[src/rtl/matrix_pwm_driver_if.sv]
// Pixel-write, swap and matrix-drive signals of the PWM dot-matrix driver.
// The master side writes pixels and requests swaps; the slave side is the driver.
interface matrix_pwm_driver_if #(
    parameter int ROWS     = 8,
    parameter int COLS     = 8,
    parameter int PWM_BITS = 2
);
    localparam int ROW_W = (ROWS > 1) ? $clog2(ROWS) : 1;
    localparam int COL_W = (COLS > 1) ? $clog2(COLS) : 1;

    logic                wr_en;
    logic [ROW_W-1:0]    wr_row;
    logic [COL_W-1:0]    wr_col;
    logic [PWM_BITS-1:0] wr_r;
    logic [PWM_BITS-1:0] wr_g;
    logic                swap_req;
    logic                swap_done;
    logic                frame_start;
    logic [ROWS-1:0]     rowO;
    logic [COLS-1:0]     colR;
    logic [COLS-1:0]     colG;

    modport master (
        output wr_en, wr_row, wr_col, wr_r, wr_g, swap_req,
        input  swap_done, frame_start, rowO, colR, colG
    );

    modport slave (
        input  wr_en, wr_row, wr_col, wr_r, wr_g, swap_req,
        output swap_done, frame_start, rowO, colR, colG
    );
endinterface

[src/rtl/matrix_pwm_driver.sv]
// Row-scanned red/green dot-matrix driver with per-pixel PWM and a
// double-buffered frame store that only swaps on frame boundaries.
module matrix_pwm_driver #(
    parameter int ROWS     = 8,
    parameter int COLS     = 8,
    parameter int PWM_BITS = 2,
    parameter int ROW_DIV  = 1000
) (
    input  logic                    clk,
    input  logic                    rst,
    matrix_pwm_driver_if.slave      bus
);
    localparam int ROW_W  = (ROWS > 1) ? $clog2(ROWS) : 1;
    localparam int DIV_W  = $clog2(ROW_DIV);
    localparam int S      = (1 << PWM_BITS) - 1;
    localparam int DEPTH  = ROWS * COLS;
    localparam int ADDR_W = (DEPTH > 1) ? $clog2(DEPTH) : 1;

    localparam logic [DIV_W-1:0]    DIV_LAST  = DIV_W'(ROW_DIV - 1);
    localparam logic [PWM_BITS-1:0] SLOT_LAST = PWM_BITS'(S - 1);
    localparam logic [ROW_W-1:0]    ROW_LAST  = ROW_W'(ROWS - 1);

    typedef logic [2*PWM_BITS-1:0] pix_t;

    // Each entry holds {red, green}; front=0 displays mem_a, front=1 displays mem_b.
    pix_t mem_a [DEPTH];
    pix_t mem_b [DEPTH];

    logic [DIV_W-1:0]    div;
    logic [PWM_BITS-1:0] slot;
    logic [ROW_W-1:0]    row;
    logic                front;
    logic                pending;
    logic                swap_hit;

    logic                div_wrap;
    logic                slot_wrap;
    logic                frame_end;
    logic                blank;
    logic                wr_ok;
    logic [ADDR_W-1:0]   wr_addr;
    logic [ADDR_W-1:0]   rd_base;
    logic [COLS-1:0]     col_r_nx;
    logic [COLS-1:0]     col_g_nx;
    pix_t                pix;

    assign div_wrap  = (div == DIV_LAST);
    assign slot_wrap = div_wrap && (slot == SLOT_LAST);
    assign frame_end = slot_wrap && (row == ROW_LAST);
    assign blank     = (div == '0) && (slot == '0);

    assign wr_ok   = bus.wr_en && (int'(bus.wr_row) < ROWS) && (int'(bus.wr_col) < COLS);
    assign wr_addr = ADDR_W'(int'(bus.wr_row) * COLS + int'(bus.wr_col));
    assign rd_base = ADDR_W'(int'(row) * COLS);

    // Writes use the pre-toggle front, so a write on the swap edge lands in the new front.
    always_ff @(posedge clk) begin
        if (wr_ok) begin
            if (front) begin
                mem_a[wr_addr] <= {bus.wr_r, bus.wr_g};
            end else begin
                mem_b[wr_addr] <= {bus.wr_r, bus.wr_g};
            end
        end
    end

    always_comb begin
        col_r_nx = '0;
        col_g_nx = '0;
        pix      = '0;
        for (int c = 0; c < COLS; c++) begin
            pix = front ? mem_b[rd_base + ADDR_W'(c)] : mem_a[rd_base + ADDR_W'(c)];
            col_r_nx[c] = (pix[2*PWM_BITS-1:PWM_BITS] > slot);
            col_g_nx[c] = (pix[PWM_BITS-1:0] > slot);
        end
    end

    always_ff @(posedge clk or posedge rst) begin
        if (rst) begin
            div             <= '0;
            slot            <= '0;
            row             <= '0;
            front           <= 1'b0;
            pending         <= 1'b0;
            swap_hit        <= 1'b0;
            bus.rowO        <= '1;
            bus.colR        <= '0;
            bus.colG        <= '0;
            bus.swap_done   <= 1'b0;
            bus.frame_start <= 1'b0;
        end else begin
            if (div_wrap) begin
                div <= '0;
                if (slot == SLOT_LAST) begin
                    slot <= '0;
                    row  <= (row == ROW_LAST) ? '0 : row + 1'b1;
                end else begin
                    slot <= slot + 1'b1;
                end
            end else begin
                div <= div + 1'b1;
            end

            bus.rowO        <= blank ? '1 : ~(ROWS'(1) << row);
            bus.colR        <= blank ? '0 : col_r_nx;
            bus.colG        <= blank ? '0 : col_g_nx;
            bus.frame_start <= blank && (row == '0);

            // swap_hit delays the done pulse by one clock so it lines up with frame_start.
            bus.swap_done <= swap_hit;
            swap_hit      <= 1'b0;
            if (frame_end && (pending || bus.swap_req)) begin
                front    <= ~front;
                pending  <= 1'b0;
                swap_hit <= 1'b1;
            end else if (bus.swap_req) begin
                pending <= 1'b1;
            end
        end
    end
endmodule
[src/flat_wrapper.sv]
// flat-port wrapper written by rule: the top's interface ports become plain ports
module matrix_pwm_driver_flat 
#(
    parameter int ROWS     = 8,
    parameter int COLS     = 8,
    parameter int PWM_BITS = 2,
    parameter int ROW_DIV  = 1000
)
  (clk, rst, bus_wr_en, bus_wr_row, bus_wr_col, bus_wr_r, bus_wr_g, bus_swap_req, bus_swap_done, bus_frame_start, bus_rowO, bus_colR, bus_colG);
  matrix_pwm_driver_if #(.ROWS(ROWS), .COLS(COLS), .PWM_BITS(PWM_BITS)) bus_i ();
  input  logic clk;
  input  logic rst;
  input wire logic [$bits(bus_i.wr_en)-1:0] bus_wr_en;
  input wire logic [$bits(bus_i.wr_row)-1:0] bus_wr_row;
  input wire logic [$bits(bus_i.wr_col)-1:0] bus_wr_col;
  input wire logic [$bits(bus_i.wr_r)-1:0] bus_wr_r;
  input wire logic [$bits(bus_i.wr_g)-1:0] bus_wr_g;
  input wire logic [$bits(bus_i.swap_req)-1:0] bus_swap_req;
  output wire logic [$bits(bus_i.swap_done)-1:0] bus_swap_done;
  output wire logic [$bits(bus_i.frame_start)-1:0] bus_frame_start;
  output wire logic [$bits(bus_i.rowO)-1:0] bus_rowO;
  output wire logic [$bits(bus_i.colR)-1:0] bus_colR;
  output wire logic [$bits(bus_i.colG)-1:0] bus_colG;
  assign bus_i.wr_en = bus_wr_en;
  assign bus_i.wr_row = bus_wr_row;
  assign bus_i.wr_col = bus_wr_col;
  assign bus_i.wr_r = bus_wr_r;
  assign bus_i.wr_g = bus_wr_g;
  assign bus_i.swap_req = bus_swap_req;
  assign bus_swap_done = bus_i.swap_done;
  assign bus_frame_start = bus_i.frame_start;
  assign bus_rowO = bus_i.rowO;
  assign bus_colR = bus_i.colR;
  assign bus_colG = bus_i.colG;
  matrix_pwm_driver #(.ROWS(ROWS), .COLS(COLS), .PWM_BITS(PWM_BITS), .ROW_DIV(ROW_DIV)) u_core (.clk(clk), .rst(rst), .bus(bus_i));
endmodule
[config.mk]
export PLATFORM = sky130hd
export DESIGN_NAME = matrix_pwm_driver_flat
export DESIGN_NICKNAME = d
export VERILOG_FILES = /design/src/rtl/matrix_pwm_driver_if.sv /design/src/rtl/matrix_pwm_driver.sv /design/src/flat_wrapper.sv
export SDC_FILE = /design/constraint.sdc
export NUM_CORES = 1
export LEC_CHECK = 0
export ABC_CLOCK_PERIOD_IN_PS = 4450
export CAP_MARGIN = 10
export CORE_MARGIN = 1.5
export CORE_UTILIZATION = 60
export DETAILED_ROUTE_END_ITERATION = 7
export PLACE_DENSITY = 0.87
export REMOVE_ABC_BUFFERS = 1
export SKIP_LAST_GASP = 1
export SYNTH_ARGS = -nofsm -noshare
export SYNTH_HDL_FRONTEND = slang
export SYNTH_SLANG_ARGS = --single-unit
export TNS_END_PERCENT = 1
[constraint.sdc]
create_clock -name clk -period 4.45 [get_ports clk]
set_input_delay 1.335 -clock clk [delete_from_list [all_inputs] [get_ports clk]]
set_output_delay 1.335 -clock clk [all_outputs]
set_load 0.01 [all_outputs]
# Word level (Yosys, flattened, before mapping)
# Memories as Yosys holds them, arrays and structs flattened.
# Index checks and enable logic that the tools add are counted.
# classes
add_sub_neg	11
n_bitwise	2
n_reduce_logical	11
shifts	1
n_lt_le_gt_ge	16
n_eq_ne	3
n_mul	0
n_mux	23
div_mod_pow	0
# ops
operator	count
greater-than comparator 2 bit	16
two-way mux 4 bit	8
adder 6 x 3 -> 6 bit, second input constant	4
two-way mux 8 bit	3
adder 6 x 2 -> 6 bit, second input constant	2
adder 10 x 1 -> 10 bit, second input constant	1
== test 10 bit, second input constant	1
zero test 10 bit	1
two-way mux 10 bit	1
two-way mux 1 bit	9
NOT 8 bit	1
<< shifter 1 x 3 -> 8 bit, first input constant	1
adder 6 x 1 -> 6 bit, second input constant	1
adder 6 x 3 -> 6 bit	1
logical AND 1 bit	5
adder 3 x 1 -> 3 bit, second input constant	1
== test 3 bit, second input constant	1
zero test 3 bit	1
two-way mux 3 bit	1
adder 2 x 1 -> 2 bit, second input constant	1
== test 2 bit, second input constant	1
zero test 2 bit	1
two-way mux 2 bit	1
AND reduction 2 bit	1
3 further kinds	3
# totals
romBits	0
inputBits	14
mem_count	2
latch_bits	0
word_cells	80
ram_bits	512
out_inout_bits	26
ff_bits	44
# memory_table
name	depth	width	rd	rd_ports_with_merged_regs	write_ports	line	text
u_core.mem_a	64	4	8	0	1	matrix_pwm_driver.sv:26	pix_t mem_a [DEPTH];
u_core.mem_b	64	4	8	0	1	matrix_pwm_driver.sv:27	pix_t mem_b [DEPTH];

# Longest topological paths before layout
# depth
word_depth	5
mapped_depth	11
ltp_nobuf	8

# Worst setup path after synthesis
# OpenSTA, ideal clock, no wires.
# synth_path
kind	input -> register
from	input port bus_wr_row[0]
to	memory u_core.mem_a[21][0] in the netlist's numbering, enable pin
path_slack_ns	1.578
cell_stages	6
n_path_buf	2
setup_ns	0.330
arrival_time_ns	2.543
required_time_ns	4.120
cell_sequence	clkbuf_1 > or3b_2 > buf_2 > inv_1 > nand2_1 > nor2_1
# synth_between
elab_chain_cells	1
# synth_rtl
element	line	text
start: declaration	flat_wrapper.sv:14	input wire logic [$bits(bus_i.wr_row)-1:0] bus_wr_row;
adder 6 x 3 -> 6 bit	matrix_pwm_driver.sv:53	assign wr_addr = ADDR_W'(int'(bus.wr_row) * COLS + int'(bus.wr_col));
end: declaration	matrix_pwm_driver.sv:26	
# No other way between the ends.

# Worst setup path in the final report
# layout_path
from	input port bus_wr_row[1]
to	memory u_core.mem_a[19][0] in the netlist's numbering, enable pin
# Same word-level chain as after synthesis.

==> key figures <==
Synthesis
  • Post-Synth Simple-Gate Area: approximately 4.2%
  • Asr flop ratio synth: 7.91%
  • Main combinational cell family by area after synthesis: multiplexers
  • Mapped Cells: approximately 1,300
  • Post-synthesis cell type count: just over 40
  • Yosys top cell by area: edfxtp_1
  • Avg Inst Size Synth: ~18 sq um
  • Synth Flop Type: edfxtp_1
  • Mapped Area: ~23,000 sq um
  • Synthesized flop and latch total: 556
  • Area contributors post-synth: edfxtp_1 68%, mux4_2 6.4%, dfrtp_1 4.0%
  • EDFF count, synth: 512
  • Mux contribution to synthesized area: around 12%
  • Compound-gate portion of the synthesized area: approximately 5.3%
  • Post-synthesis xor/xnor area fraction: less than 1%
  • Share of the synthesized area in the top cell type: 68.0%
  • Seq/Total Area, Yosys: 72.9%
  • Post-Synth Adder-Cell Area: approximately 2.2%
  • Yosys warning total: 0

CTS
  • CTS sink cnt: about 560
  • Postcts setup bufs: 0
  • Clk slew on worst S/H paths: 0.06 ns
  • Root Buffer: clkbuf_16
  • H-tree Lvls: 2
  • CTS tree: done
  • Num CTS Buffers: 53
  • CTS Buffer Depth: 3
  • # hold bufs at CTS: 0
  • Post_cts resized: 0
  • Worst skew pair latency: roughly 0.59 ns

STA
  • Unrepaired setup endpoints after global routing: false
  • Minimum clock period: 3.45 ns
  • Max Clock Skew: 0.0155 ns
  • Final hold violations: 0
  • Max-slew headroom: between 20 and 30%
  • Setup ws final: approximately 1 ns
  • Tightest Pin Transition: 1.07 ns
  • Finish-stage setup viols: 0
  • Final period util: a little under 80%
  • Hold slack: between 0.3 and 0.4 ns
  • Fmax: ~290 MHz
  • Fin. max-slew vios: 0

Die
  • Chip height: a little under 200 microns
  • I/O pin count: 40
  • DIE AREA: a little under 40,000 sq um
  • Rows: 70
  • Die X: a little under 200 microns
  • Core area: about 37,000 sq um
  • Starting density of the core: roughly 61%

Layout
  • Reg area: 16,500 sq um
  • Most frequent cells in the layout: 512 x edfxtp_1, 148 x nor2_1, 66 x mux2_2
  • Cell area after layout: 25,200 sq um
  • Most common cell after layout, fill and taps aside: edfxtp_1
  • Nets: around 1,400
  • Filler cells: 2,183
  • Layout cells sized above 1: a little under a fifth
  • N_diodes: 0
  • Layout area overhead: 11.7%
  • Multi-input gate area: around 5600 sq um

Placed design
  • DP Worst Slack: 0.597 ns
  • Placed inst area: 23,500 sq um
  • HPWL after DPL: roughly 30,000 microns
  • RePlAce Congestion: approximately 0.81
  • Input/output buffers: 39

Run
  • Max-cap viol count: 0

Worst setup path
  • Critical path launch point type: primary input
  • Setup CP Type: primary input to register
  • FF-to-FF Start: u_core.row[1]
  • Critical Path Fanout Max: 9
  • R2R Setup Slk: 1.24 ns
  • Worst Reg-to-Reg Cells: 6
  • Endpoint type of the worst setup path: register
  • WP data required: 4.67 ns
  • Crit path DAT: roughly 3.7 ns
  • Worst reg2reg path endpoint: u_core.bus.colR[3]

Pwr
  • P_int: roughly 0.0085 W
  • Net switching power figure: roughly 0.0020 W
  • Sw Share: about a fifth
  • Power share of the clock group: a little over two fifths
  • Combinational share of power: under 10%
  • Leakage power: 8.18 nW
  • PD cells: approximately 420 nW/um^2
  • Power share of the sequential group: between 50% and 60%
  • Maximum vdd drop: 0.373 mV
  • Total power: roughly 0.010 W

Global routing
  • GR Util All Layers: between 20% and 30%
  • Largest net degree at the start of global routing: 83
  • Total gr overflow: 0
  • Initial antenna violation count: 0
  • Vias in the first global route: roughly 13,000
  • First-pass GRT wire length: approximately 77,000 microns

Route
  • DRC Markers: 0
  • Vias: 12,500
  • WL/cell: 27.1 microns
  • Iter 0 DRT Violations: around 1,600
  • Total wire length: around 50,000 microns
  • Via-to-Cell Ratio: ~6.6
  • DRT antenna net count: 0
  • First-pass iteration count of the detailed router: 5

Hold path
  • Hold Path Class: register to register
  • Startpoint of the worst hold path: u_core.swap_hit
  • Worst Hold Depth: 0
  • Hold EP: u_core.bus.swap_done

Status
  • Status: finished clean
-- cells in the mapped netlist (all sizes together), types with 33 or more instances --
cell / instances
a21oi: 33
a22o: 33
buf: 43
dfrtp: 36
edfxtp: 512
ha: 40
inv: 34
mux2: 66
mux2i: 64
mux4: 64
nor2: 150
-- power groups by stage --
stage / logic, W / registers [W] / clock network [W]
floorplan: 0.0000360 / 0.00583 / 0
global placement: 0.000162 / 0.00583 / 0
detailed placement: 0.000166 / 0.00584 / 0
CTS: 0.000168 / 0.00573 / 0.00461
global route: 0.000179 / 0.00572 / 0.00482
finish: 0.000169 / 0.00573 / 0.00459
-- state kept, by name, summed over array words and instances, names as in the netlist --
register	count
u_core.div	10
u_core.front	1
u_core.swap_hit	1
u_core.pending	1
u_core.mem_a	256
u_core.slot	2
u_core.bus.frame_start	1
u_core.bus.colG	8
u_core.bus.swap_done	1
u_core.mem_b	256
u_core.bus.rowO	8
u_core.row	3
u_core.bus.colR	8
-- worst max-delay path, cell delays in order --
cell             delay [ns]
clkdlybuf4s50_1        0.60
or3b_2                 0.72
inv_1                  0.12
nand2_1                0.35
nor2_1                 0.52
-- stage by stage --
stage          std cells  utilization, %  setup TNS (ns)
3_5_place_dp        1794            63.7               0
6_report            1890            68.5               0
2_1_floorplan       1221               -          -46.51
3_3_place_gp        1794            63.7               0
5_1_grt             1890            68.5               0
4_1_cts             1890            68.5               0
-- worst max path at each step --
stage	startpoint	to	slack, ns	cells after the start
6_report	bus_wr_row[1]	u_core.mem_a[19][0]	1.00	5
5_1_grt	bus_wr_row[2]	u_core.mem_a[19][0]	1.01	5
4_1_cts	bus_wr_row[1]	u_core.mem_a[19][0]	1.11	5
3_5_place_dp	bus_wr_row[1]	u_core.mem_a[19][0]	0.60	5
3_3_place_gp	bus_wr_row[1]	u_core.mem_a[23][2]	0.74	5
2_1_floorplan	u_core.row[0]	u_core.bus.colG[0]	-2.34	6
-- cells by family (layout without fill, tap and decap cells) --
group / count (synthesis) / in the layout
DFF: 556 / 556
adders and majority gates: 40 / 40
AOI/OAI and AO/OA: 168 / 168
xor gates and xnor gates: 7 / 7
buffers and inverters: 101 / 199
and+or+nand+nor: 222 / 222
muxes: 194 / 194
-- final cells by class --
| type | instances | share of cell area (%) |
|---|---|---|
| inverters | 34 | 0.506 |
| multi-input cells | 631 | 22.0 |
| clock inverters | 34 | 1.44 |
| clock buffers | 62 | 5.56 |
| flip-flops and latches | 556 | 65.3 |
| repair buffers | 69 | 2.65 |
| well taps | 504 | 2.50 |
-- metal layers --
layer  vias up  wire length (microns)  global-route usage (%)
li1       5201                      -                       -
met1      6292                  18300                    35.1
met2       868                  25600                    44.7
met3       152                   4840                    4.34
met4         0                   2330                    13.3
met5         -                      0                       0
No activity file was read; power rests on OpenSTA's default activity.
